$ cat src/rtl/fetch_pipeline_skid.sv
// IF/ID pipeline register with redirect squash and a small skid FIFO for fetch words arriving under a decode stall.
// Latency: 1 cycle with an empty skid FIFO and no stall, otherwise 1 + fifo_count cycles.
// Backpressure: in_ready drops only when the skid FIFO is full; fetch must hold its word until accepted.
module fetch_pipeline_skid #(
  parameter int          XLEN         = 32,
  parameter int          FLUSH_CYCLES = 2,
  parameter int          SKID_DEPTH   = 2,
  parameter logic [31:0] NOP_INSN     = 32'h00000013
) (
  input  logic                                clk,
  input  logic                                rst,
  input  logic                                in_valid,
  input  logic [XLEN-1:0]                     instruction_fetch,
  input  logic [XLEN-1:0]                     pc_pre_address,
  output logic                                in_ready,
  input  logic                                Jal,
  input  logic                                Jalr,
  input  logic                                branch_result,
  input  logic                                load,
  output logic [XLEN-1:0]                     instruction,
  output logic [XLEN-1:0]                     pre_address,
  output logic                                out_valid,
  output logic                                flush_active,
  output logic [$clog2(SKID_DEPTH+1)-1:0]     fifo_count
);

  localparam int CW  = $clog2(SKID_DEPTH + 1);
  localparam int IW  = (SKID_DEPTH > 1) ? $clog2(SKID_DEPTH) : 1;
  localparam int SQW = $clog2(FLUSH_CYCLES) + 1;
  localparam logic [XLEN-1:0] NOP = XLEN'(NOP_INSN);

  // Shift-style skid FIFO: entry 0 is always the oldest word (head).
  logic [XLEN-1:0] fifo_insn [0:(1<<IW)-1];
  logic [XLEN-1:0] fifo_pc   [0:(1<<IW)-1];
  logic [CW-1:0]   count;
  logic [SQW-1:0]  sq;

  logic          redirect;
  logic          accept;
  logic [CW-1:0] count_m1;
  logic [IW-1:0] wr_idx;

  // Redirect sources, acceptance and the FIFO write slot for this cycle.
  always_comb begin
    redirect = Jal | Jalr | branch_result;
    in_ready = (count != CW'(SKID_DEPTH));
    accept   = in_valid & in_ready;
    count_m1 = count - 1'b1;
    // Under a stall the new word lands after the last entry; when the head is
    // popped in the same cycle everything shifts down one slot first.
    wr_idx   = load ? count[IW-1:0] : count_m1[IW-1:0];
  end

  assign fifo_count   = count;
  assign flush_active = (sq != '0);

  // Output register, skid FIFO and squash counter, priority redirect > squash > stall > normal.
  always_ff @(posedge clk or negedge rst) begin
    if (!rst) begin
      instruction <= NOP;
      pre_address <= '0;
      out_valid   <= 1'b0;
      count       <= '0;
      sq          <= '0;
      for (int i = 0; i < (1 << IW); i++) begin
        fifo_insn[i] <= '0;
        fifo_pc[i]   <= '0;
      end
    end else if (redirect) begin
      instruction <= NOP;
      pre_address <= '0;
      out_valid   <= 1'b0;
      count       <= '0;
      sq          <= SQW'(FLUSH_CYCLES - 1);
    end else if (sq != '0) begin
      // Wrong-path words still arriving are swallowed; load does not matter here.
      instruction <= NOP;
      pre_address <= '0;
      out_valid   <= 1'b0;
      sq          <= sq - 1'b1;
    end else if (load) begin
      // Decode is stalled: output holds, the fetch word goes to the skid tail.
      if (accept) begin
        fifo_insn[wr_idx] <= instruction_fetch;
        fifo_pc[wr_idx]   <= pc_pre_address;
        count             <= count + 1'b1;
      end
    end else if (count != '0) begin
      // Drain the oldest buffered word first so program order is kept.
      instruction <= fifo_insn[0];
      pre_address <= fifo_pc[0];
      out_valid   <= 1'b1;
      for (int i = 0; i < SKID_DEPTH - 1; i++) begin
        fifo_insn[i] <= fifo_insn[i+1];
        fifo_pc[i]   <= fifo_pc[i+1];
      end
      if (accept) begin
        fifo_insn[wr_idx] <= instruction_fetch;
        fifo_pc[wr_idx]   <= pc_pre_address;
      end else begin
        count <= count_m1;
      end
    end else if (accept) begin
      instruction <= instruction_fetch;
      pre_address <= pc_pre_address;
      out_valid   <= 1'b1;
    end else begin
      instruction <= NOP;
      pre_address <= '0;
      out_valid   <= 1'b0;
    end
  end

endmodule

$ cat config.mk
export PLATFORM = sky130hd
export DESIGN_NAME = fetch_pipeline_skid
export DESIGN_NICKNAME = d
export VERILOG_FILES = /design/src/rtl/fetch_pipeline_skid.sv
export SDC_FILE = /design/constraint.sdc
export NUM_CORES = 1
export LEC_CHECK = 0
export CAP_MARGIN = 20
export CORE_MARGIN = 3
export CORE_UTILIZATION = 49
export CTS_CLUSTER_DIAMETER = 100
export DETAILED_ROUTE_END_ITERATION = 8
export PLACE_DENSITY = 0.78
export SETUP_SLACK_MARGIN = 0.1
export SYNTH_ARGS = -nofsm -noshare
export SYNTH_HDL_FRONTEND = slang
export SYNTH_SLANG_ARGS = --single-unit
$ cat constraint.sdc
create_clock -name clk -period 2.54 [get_ports clk]
set_clock_uncertainty 0.2 [all_clocks]
set_input_delay 0.635 -clock clk [delete_from_list [all_inputs] [get_ports clk]]
set_output_delay 0.635 -clock clk [all_outputs]
set_load 0.02 [all_outputs]
==> results of run 1 <==
## timing repair
item	4_1_cts	5_1_grt
endpoints found under the setup margin	132	131
gates cloned	10	5
setup buffers	8	3
hold buffers	1	0
endpoints found under the hold margin	25	0
pin swaps	1	3
gates resized for setup	93	77
## path summary, 6_finish.rpt
| check | end | slack, ns | depth (start not counted) | startpoint |
|---|---|---|---|---|
| worst max-delay path | fifo_pc[17] | -0.07 | 6 | sq[0] |
| worst min-delay path | fifo_pc[3] | 0.32 | 1 | fifo_pc[3] |
| worst max register to register | fifo_pc[17] | -0.07 | 6 | sq[0] |
| worst min register to register | fifo_pc[3] | 0.32 | 1 | fifo_pc[3] |
| max in group asynchronous | instruction[22] | 0.88 | 3 | rst |
| min in group asynchronous | fifo_pc[12] | 0.54 | 2 | rst |
## final cells by class
| type | count | area, µm² | share of cell area, % |
|---|---|---|---|
| Clock buffer | 19 | 452.9 | 3.665 |
| Clock inverter | 11 | 197.7 | 1.600 |
| Inverter | 8 | 30.03 | 0.2430 |
| Multi-Input combinational cell | 484 | 4024 | 32.56 |
| Sequential cell | 197 | 4933 | 39.92 |
| Tap cell | 225 | 281.5 | 2.278 |
| Timing Repair Buffer | 206 | 2437 | 19.72 |
## cells in the final DEF, fill, tap and decap left out, drive strengths merged, types with 2 or more instances in the layout
master	count
dfrtp	194
clkdlybuf4s50	129
nor2	71
a21oi	68
a22oi	64
mux2	64
nor2b	63
a221oi	62
nor3	62
buf	61
clkbuf	26
inv	11
nand2	7
bufinv	5
o211ai	4
dlygate4sd2	4
ha	4
o22ai	3
dfstp	3
mux2i	2
dlymetal6s2s	2
clkinv	2
## routing by layer
metal  track usage (%)  routed length [µm]  vias up
li1                  -                   -     3091
met2             40.24               11950      231
met1             32.91               10480     3492
met4             7.955                 492        2
met5                 0                   7        -
met3             5.155                1349       40
## flip-flops by register name, indices dropped and copies added, names as in the netlist
name	count
fifo_count	2
fifo_insn	64
fifo_pc	64
instruction	32
out_valid	1
pre_address	32
sq	2
## through the flow
step | setup TNS [ns] | instances | area (µm²) | util (%)
2_1_floorplan | -11.30 | 759 | 8840 | -
3_3_place_gp | -63.48 | 1097 | 10700 | 61.46
3_5_place_dp | -68.51 | 1097 | 10700 | 61.46
4_1_cts | -5.800 | 1146 | 12040 | 69.10
5_1_grt | -7.926 | 1150 | 12360 | 70.95
6_report | -2.499 | 1150 | 12360 | 70.95
## power by group through the flow
stage	registers, mW	logic [mW]	clock network (mW)
after floorplan	3.50	0.423	0
after global placement	3.52	0.771	0
after detailed placement	3.53	0.796	0
after CTS	3.50	0.872	3.05
after global routing	3.56	1.04	3.17
final	3.54	0.946	3.02
## cells by family (layout without fill, tap and decap cells)
family / after synthesis / count (layout) / share of synthesized area, %
buf+inv: 78 / 244 / 4.097
mux: 66 / 66 / 10.98
simple gates: 207 / 207 / 11.68
flops: 197 / 197 / 56.09
xor+xnor: 1 / 1 / 0.09959
fa+ha+maj: 4 / 4 / 0.5690
compound gates: 206 / 206 / 16.49
==> run_results.csv, run 1 <==
group,metric,value,unit
clocking,htreeDepth,4,
synthesis,synthTopCellsByCount,"dfrtp_1, nor2_1, a21oi_1",
timing,hold_viol,0,
final_layout,nets,989,
detailed_routing,route.final.wire_length,24280,µm
synthesis,synth_top_area_share,55.19,%
floorplanning,die_w,140.0,µm
synthesis,synth-edff-count,0,
timing,fmax,0.3837,GHz
final_layout,fillCellCount,1200,
pwr,totalPowerFinal,7.505,mW
pwr,power.leakage,5.485,nW
detailed_routing,drtAntennaViolNets,0,
clocking,clk_latency,0.44,ns
clocking,cts.sinks,197,
floorplanning,core,17420,µm²
grt,grt_max_degree,103,
timing,worst_slack,-0.06595,ns
status,outcome,"finished with violations",
worst_setup_path,critical-path-top-delay-family,"simple AND/OR/NAND/NOR gates",
synthesis,post-synth-top-count-cell,"dfrtp_1",
synthesis,syn_nets,834,
clocking,root_buffer,"clkbuf_16",
pwr,power_switching,1.858,mW
clocking,cts_buffer_depth,2,
pwr,power_frac_seq,47.2,%
final_layout,drive_gt1_share,29.73,%
pwr,switching_share,24.75,%
worst_setup_path,worstSetupStartpointType,"flop",
pwr,ir_worst_vdd,496.6,µV
floorplanning,rows,48,
clocking,cts_buffers,17,
placement,routabilityCongestion,0.7876,
synthesis,netlist_area,8796,µm²
pwr,p_int,5.648,mW
worst_setup_path,critical-path-slowest-cell,"or4_4",
grt,grt_pass1_vias,7235,
status,violations,"negative setup slack",
placement,port_buffers,139,
worst_setup_path,path_cells,"inv_2 -> ha_4 -> or4b_4 -> or4_4 -> buf_12 -> mux2_4",
timing,finalMaxSlewViolations,0,
clocking,tritoncts,"yes",
detailed_routing,vias,6856,
floorplanning,io_pins,140,
floorplanning,die_height,140.0,µm
worst_setup_path,cp_max_fo,36,
timing,slew_headroom,65.58,%
synthesis,netlist_top_cells_area,"dfrtp_1, mux2_4, a221oi_1",
clocking,clk_pin_slew,0.07,ns
timing,period_needed,2.606,ns
synthesis,synth.distinct_cells,32,
timing,fin_crit_sh,102.6,%
synthesis,netlist_instances,759,
pwr,p_comb_share,12.6,%
synthesis,ys_seq_area_share,56.09,%
worst_setup_path,cpPeakStageDelay,0.58,ns
final_layout,n_antenna_cell,0,
synthesis,ys_ff_latch,197,
detailed_routing,drtIter0Drc,530,
timing,rsz0062_at_grt,"yes",
placement,dp_slack,-0.5759,ns
worst_setup_path,required,2.66,ns
grt,grt_pass1_wl,38850,µm
timing,worst_pin_slew,0.5163,ns
detailed_routing,via_per_inst,5.962,
pwr,power.density,607.4,nW/µm²
synthesis,yosys.area.top_type,"dfrtp_1",
min_path,min_path_type,"reg2reg",
final_layout,syn_to_final_growth,40.48,%
pwr,power_frac_clock,40.2,%
timing,setup_viol_count_final,81,
synthesis,synth-async-reset-ratio,100.0,%
synthesis,syn_avg_cell_area,11.59,µm²
grt,grt_overflow,0,
detailed_routing,drcViolationCount,0,
worst_setup_path,path_buf_inv,2,
synthesis,synth_ff_type,"dfrtp_1",
floorplanning,initial_core_util,50.50,%
grt,antenna_found_initial,1,
detailed_routing,dr.pass1.iters,5,
worst_setup_path,end_kind,"flop",
timing,hold_ws,0.3156,ns
flow_run,cap_viol_max_count,0,
detailed_routing,wl_per_cell,21.11,µm
grt,track_usage,24.53,%
worst_setup_path,setup.worst_path.class,"reg2reg",
placement,hpwl,13670,µm
worst_setup_path,cp.arrival,2.73,ns
synthesis,ys_warn_count,0,
floorplanning,die_area,19590,µm²
Power figures use the tool's default switching activity.
==> run 2: changes to the inputs <==
--- a/config.mk
+++ b/config.mk
@@ -7,10 +7,10 @@
 export LEC_CHECK = 0
 export CAP_MARGIN = 20
 export CORE_MARGIN = 3
-export CORE_UTILIZATION = 49
+export CORE_UTILIZATION = 42
 export CTS_CLUSTER_DIAMETER = 100
 export DETAILED_ROUTE_END_ITERATION = 8
-export PLACE_DENSITY = 0.78
+export PLACE_DENSITY = 0.69
 export SETUP_SLACK_MARGIN = 0.1
 export SYNTH_ARGS = -nofsm -noshare
 export SYNTH_HDL_FRONTEND = slang
==> run_results.csv, run 2 (synthesis results as in run 1) <==
group,metric,value,unit
status,outcome,"finished with violations",
status,violations,"negative setup slack",
clocking,clk_latency,0.44,ns
worst_setup_path,cp_max_fo,21,
pwr,totalPowerFinal,6.997,mW
final_layout,drive_gt1_share,18.57,%
grt,grt_pass1_vias,6908,
floorplanning,die_area,22720,µm²
timing,finalMaxSlewViolations,0,
worst_setup_path,r2r-start,"sq[0]",
pwr,ir_worst_vdd,480.6,µV
clocking,cts.sinks,197,
final_layout,mostFrequentLayoutCells,"dfrtp_1, clkdlybuf4s50_1, nor2_1",
placement,routabilityCongestion,0.7273,
timing,setup_viol_count_final,127,
clocking,cts_buffer_depth,2,
floorplanning,io_pins,140,
detailed_routing,wl_per_cell,19.42,µm
worst_setup_path,worstSetupStartpointType,"input port",
worst_setup_path,end_kind,"flop",
pwr,power.leakage,5.332,nW
worst_setup_path,endpoint,"fifo_pc[6]",
timing,slew_headroom,49.74,%
detailed_routing,dr.pass1.iters,5,
clocking,tritoncts,"yes",
final_layout,n_antenna_cell,0,
clocking,cts_buffers,17,
floorplanning,rows,52,
worst_setup_path,path_cells,"clkdlybuf4s50_1 -> or4b_4 -> or4_4 -> buf_12 -> buf_12 -> mux2_4",
clocking,clk_pin_slew,0.07,ns
floorplanning,core,20430,µm²
detailed_routing,drcViolationCount,0,
pwr,switching_share,27.34,%
worst_setup_path,critical-path-slowest-cell,"or4_4",
detailed_routing,via_per_inst,5.720,
flow_run,cap_viol_max_count,0,
floorplanning,die_height,150.7,µm
worst_setup_path,cp.depth,6,
timing,period_needed,2.697,ns
placement,port_buffers,139,
floorplanning,initial_core_util,43.05,%
timing,hold_viol,0,
timing,hold_ws,0.3140,ns
clocking,htreeDepth,4,
worst_setup_path,timing.rr.end,"fifo_pc[6]",
min_path,hold_start,"fifo_pc[31]",
detailed_routing,vias,6812,
worst_setup_path,critical-path-top-delay-family,"simple AND/OR/NAND/NOR gates",
timing,worst_pin_slew,0.7539,ns
floorplanning,die_w,150.7,µm
worst_setup_path,rrSetupSlack,-0.13,ns
final_layout,top_regs,"fifo_insn: 64 flops, fifo_pc: 64 flops",
grt,grt_max_degree,63,
timing,fin_crit_sh,106.2,%
final_layout,fillCellCount,1704,
pwr,power_frac_clock,39.0,%
min_path,min_path_type,"reg2reg",
grt,grt_overflow,0,
timing,rsz0062_at_grt,"yes",
clocking,root_buffer,"clkbuf_16",
worst_setup_path,r2r_cells,7,
worst_setup_path,cp_common_cell,"buf_12",
pwr,power_switching,1.913,mW
final_layout,multi_input_area,3551,µm²
worst_setup_path,required,2.66,ns
pwr,power.density,593.2,nW/µm²
final_layout,ff_latch_area,4933,µm²
placement,hpwl,13710,µm
grt,grt_pass1_wl,36770,µm
final_layout,final_common_cell,"dfrtp_1",
detailed_routing,drtIter0Drc,403,
worst_setup_path,setup.worst_path.class,"in2reg",
worst_setup_path,cp.arrival,2.81,ns
detailed_routing,drtAntennaViolNets,0,
grt,antenna_found_initial,0,
final_layout,syn_to_final_growth,34.11,%
final_layout,nets,983,
detailed_routing,route.final.wire_length,23130,µm
timing,fmax,0.3708,GHz
pwr,p_int,5.084,mW
pwr,power_frac_seq,49.7,%
worst_setup_path,path_buf_inv,3,
pwr,p_comb_share,11.3,%
grt,track_usage,20.49,%
worst_setup_path,cpPeakStageDelay,0.59,ns
worst_setup_path,startpoint,"branch_result",
timing,fin_tns_setup,-10.72,ns
timing,worst_slack,-0.1569,ns
[run 2: cell types whose count changed in the layout (fill, tap and decap cells not counted), moves of 3 or more]
cell,delta
nor2_1,+52
buf_4,-3
nor2_4,-32
inv_8,+9
a21oi_1,+46
nor2_2,-20
a21oi_2,-46
buf_8,-3
bufinv_16,-5
[run 2: area by class of cell]
cell class	instances	share of cell area (%)
tap	270	2.864
inverter	8	0.2546
multi-input combinational	484	30.10
clock inverter	15	1.421
timing repair buffer	200	19.93
sequential	197	41.82
clock buffer	17	3.606
[run 2: worst min path at each step]
stage	to	slack, ns	cells past startpoint
2_1_floorplan	fifo_count[0]	0.14	0
3_3_place_gp	fifo_pc[1]	0.29	1
3_5_place_dp	fifo_pc[3]	0.29	1
4_1_cts	fifo_pc[31]	0.32	1
5_1_grt	fifo_insn[3]	0.33	1
6_report	fifo_pc[31]	0.31	1
[run 2: power groups by stage]
| stage | sequential, mW | combinational [mW] | clock, mW |
|---|---|---|---|
| finish | 3.47 | 0.794 | 2.73 |
| global route | 3.50 | 0.885 | 2.92 |
| CTS | 3.47 | 0.799 | 2.78 |
| detailed placement | 3.53 | 0.792 | 0 |
| global placement | 3.52 | 0.773 | 0 |
| floorplan | 3.50 | 0.423 | 0 |
[run 2: routing by layer]
layer / wire length [µm] / track usage [%] / share of wire (%)
met1: 10250 / 27.86 / 44
met2: 11110 / 33.24 / 48
met3: 1296 / 3.853 / 5.6
met4: 474 / 6.800 / 2.0
met5: 0 / 0 / 0
[run 2: what timing repair did]
item,CTS,global route
gates cloned,6,5
pin swaps,0,1
hold endpoints to repair,42,0
resized for setup,27,6
setup buffers,7,1
endpoints found under the setup margin,133,129
hold buffers,1,0
[run 2: per-stage QoR]
step	area [µm²]	setup WS, ns	instances	util [%]
6_report	11800	-0.1569	1191	57.74
5_1_grt	11800	-0.1718	1191	57.74
4_1_cts	11660	-0.1255	1186	57.09
3_5_place_dp	10770	-0.5981	1140	52.72
3_3_place_gp	10770	-0.5771	1140	52.72
2_1_floorplan	8840	-0.1875	759	-
==> run 3: changes to the inputs <==
--- a/config.mk
+++ b/config.mk
@@ -8,10 +8,10 @@
 export CAP_MARGIN = 20
 export CORE_MARGIN = 3
 export CORE_UTILIZATION = 42
-export CTS_CLUSTER_DIAMETER = 100
 export DETAILED_ROUTE_END_ITERATION = 8
 export PLACE_DENSITY = 0.69
 export SETUP_SLACK_MARGIN = 0.1
+export SKIP_LAST_GASP = 1
 export SYNTH_ARGS = -nofsm -noshare
 export SYNTH_HDL_FRONTEND = slang
 export SYNTH_SLANG_ARGS = --single-unit
==> run_results.csv, run 3 (synthesis results as in run 1) <==
group,metric,value,unit
detailed_routing,drcViolationCount,0,
final_layout,finalInstanceArea,11800,µm²
final_layout,syn_to_final_growth,34.11,%
pwr,p_int,5.084,mW
detailed_routing,dr.pass1.iters,5,
grt,grt_overflow,0,
floorplanning,io_pins,140,
worst_setup_path,worstSetupStartpointType,"input port",
timing,worst_pin_slew,0.7602,ns
pwr,p_comb_share,11.3,%
clocking,clk_latency,0.44,ns
detailed_routing,drtIter0Drc,418,
grt,grt_pass1_vias,6908,
final_layout,nets,983,
worst_setup_path,path_cells,"clkdlybuf4s50_1 -> or4b_4 -> or4_4 -> buf_12 -> buf_12 -> mux2_4",
floorplanning,die_height,150.7,µm
flow_run,cap_viol_max_count,0,
detailed_routing,via_per_inst,5.703,
min_path,min_path_type,"reg2reg",
clocking,cts_buffers,17,
pwr,ir_worst_vdd,482.7,µV
detailed_routing,drtAntennaViolNets,0,
timing,finalMaxSlewViolations,0,
placement,routabilityCongestion,0.7273,
timing,hold_ws,0.3140,ns
detailed_routing,wl_per_cell,19.41,µm
floorplanning,rows,52,
pwr,power_frac_seq,49.7,%
worst_setup_path,critical-path-slowest-cell,"or4_4",
placement,dp.cells,1140,
placement,port_buffers,139,
final_layout,top_regs,"fifo_insn: 64 flops, fifo_pc: 64 flops",
pwr,power.density,592.9,nW/µm²
worst_setup_path,cp_common_cell,"buf_12",
pwr,switching_share,27.31,%
pwr,power_switching,1.910,mW
grt,grt_pass1_wl,36770,µm
pwr,totalPowerFinal,6.994,mW
min_path,hold_start,"fifo_pc[31]",
clocking,cts_buffer_depth,2,
timing,slew_headroom,49.32,%
timing,setup_viol_count_final,127,
placement,place_area,10770,µm²
final_layout,n_antenna_cell,0,
worst_setup_path,cpPeakStageDelay,0.59,ns
final_layout,drive_gt1_share,18.57,%
worst_setup_path,startpoint,"branch_result",
clocking,htreeDepth,4,
timing,worst_slack,-0.1552,ns
timing,rsz0062_at_grt,"yes",
clocking,root_buffer,"clkbuf_16",
floorplanning,die_w,150.7,µm
pwr,power.leakage,5.333,nW
timing,fmax,0.3710,GHz
timing,period_needed,2.695,ns
grt,grt_max_degree,63,
pwr,power_frac_clock,39.0,%
placement,hpwl,13710,µm
floorplanning,initial_core_util,43.05,%
detailed_routing,route.final.wire_length,23110,µm
worst_setup_path,r2r-start,"sq[0]",
timing,hold_viol,0,
final_layout,mostFrequentLayoutCells,"dfrtp_1, clkdlybuf4s50_1, nor2_1",
grt,track_usage,20.49,%
clocking,clk_pin_slew,0.07,ns
final_layout,fin_cells,1191,
floorplanning,core,20430,µm²
detailed_routing,vias,6792,
final_layout,final_common_cell,"dfrtp_1",
status,outcome,"finished with violations",
clocking,cts.sinks,197,
grt,antenna_found_initial,0,
worst_setup_path,cp_max_fo,21,
timing,fin_crit_sh,106.1,%
floorplanning,die_area,22720,µm²
worst_setup_path,cp.arrival,2.81,ns
worst_setup_path,setup.worst_path.class,"in2reg",
worst_setup_path,required,2.66,ns
status,violations,"negative setup slack",
worst_setup_path,end_kind,"flop",
clocking,tritoncts,"yes",
## run 3: final timing paths
kind | to | slack, ns | cells after the start
worst max-delay path | fifo_pc[6] | -0.16 | 6
worst min-delay path | fifo_pc[31] | 0.31 | 1
worst max register to register | fifo_pc[6] | -0.12 | 7
worst min register to register | fifo_pc[31] | 0.31 | 1
max in group asynchronous | instruction[4] | 0.93 | 3
min in group asynchronous | fifo_pc[45] | 0.50 | 2
## run 3: through the flow
stage / TNS, ns / utilization (%) / setup slack, ns
3_5_place_dp: -79.69 / 52.72 / -0.5981
2_1_floorplan: -11.30 / - / -0.1875
6_report: -10.48 / 57.74 / -0.1552
4_1_cts: -6.560 / 57.10 / -0.1255
5_1_grt: -15.82 / 57.74 / -0.1718
3_3_place_gp: -75.02 / 52.72 / -0.5771
## run 3: area by class of cell
class                      count  area (µm²)
multi-input combinational    484        3551
fill                        1704        8633
timing repair buffer         200        2351
sequential                   197        4933
inverter                       8       30.03
tap                          270       337.8
clock buffer                  17       425.4
clock inverter                15       167.7
## run 3: power by group through the flow
stage | combinational (mW) | clock [mW] | sequential (mW)
after global routing | 0.885 | 2.92 | 3.50
after CTS | 0.799 | 2.78 | 3.47
final | 0.793 | 2.73 | 3.47
after floorplan | 0.423 | 0 | 3.50
after global placement | 0.773 | 0 | 3.52
after detailed placement | 0.792 | 0 | 3.53
## run 3: critical path: cells and delay by family
family,cells,cell delay [ns]
mux,1,0.30
simple gates,2,1.12
buf+inv,3,0.74
## run 3: per-layer routing
layer / up-vias / wire length (µm) / GRT usage, %
li1: 3083 / - / -
met1: 3440 / 10150 / 27.86
met2: 237 / 11140 / 33.24
met3: 32 / 1398 / 3.853
met4: 0 / 420 / 6.800
met5: - / 0 / 0
## run 3: timing repair
item	CTS	global route
setup endpoints to repair	133	130
hold buffers	1	0
cloned	6	5
pin swaps	0	1
hold endpoints to repair	42	0
resized for setup	23	8
setup buffers	7	1
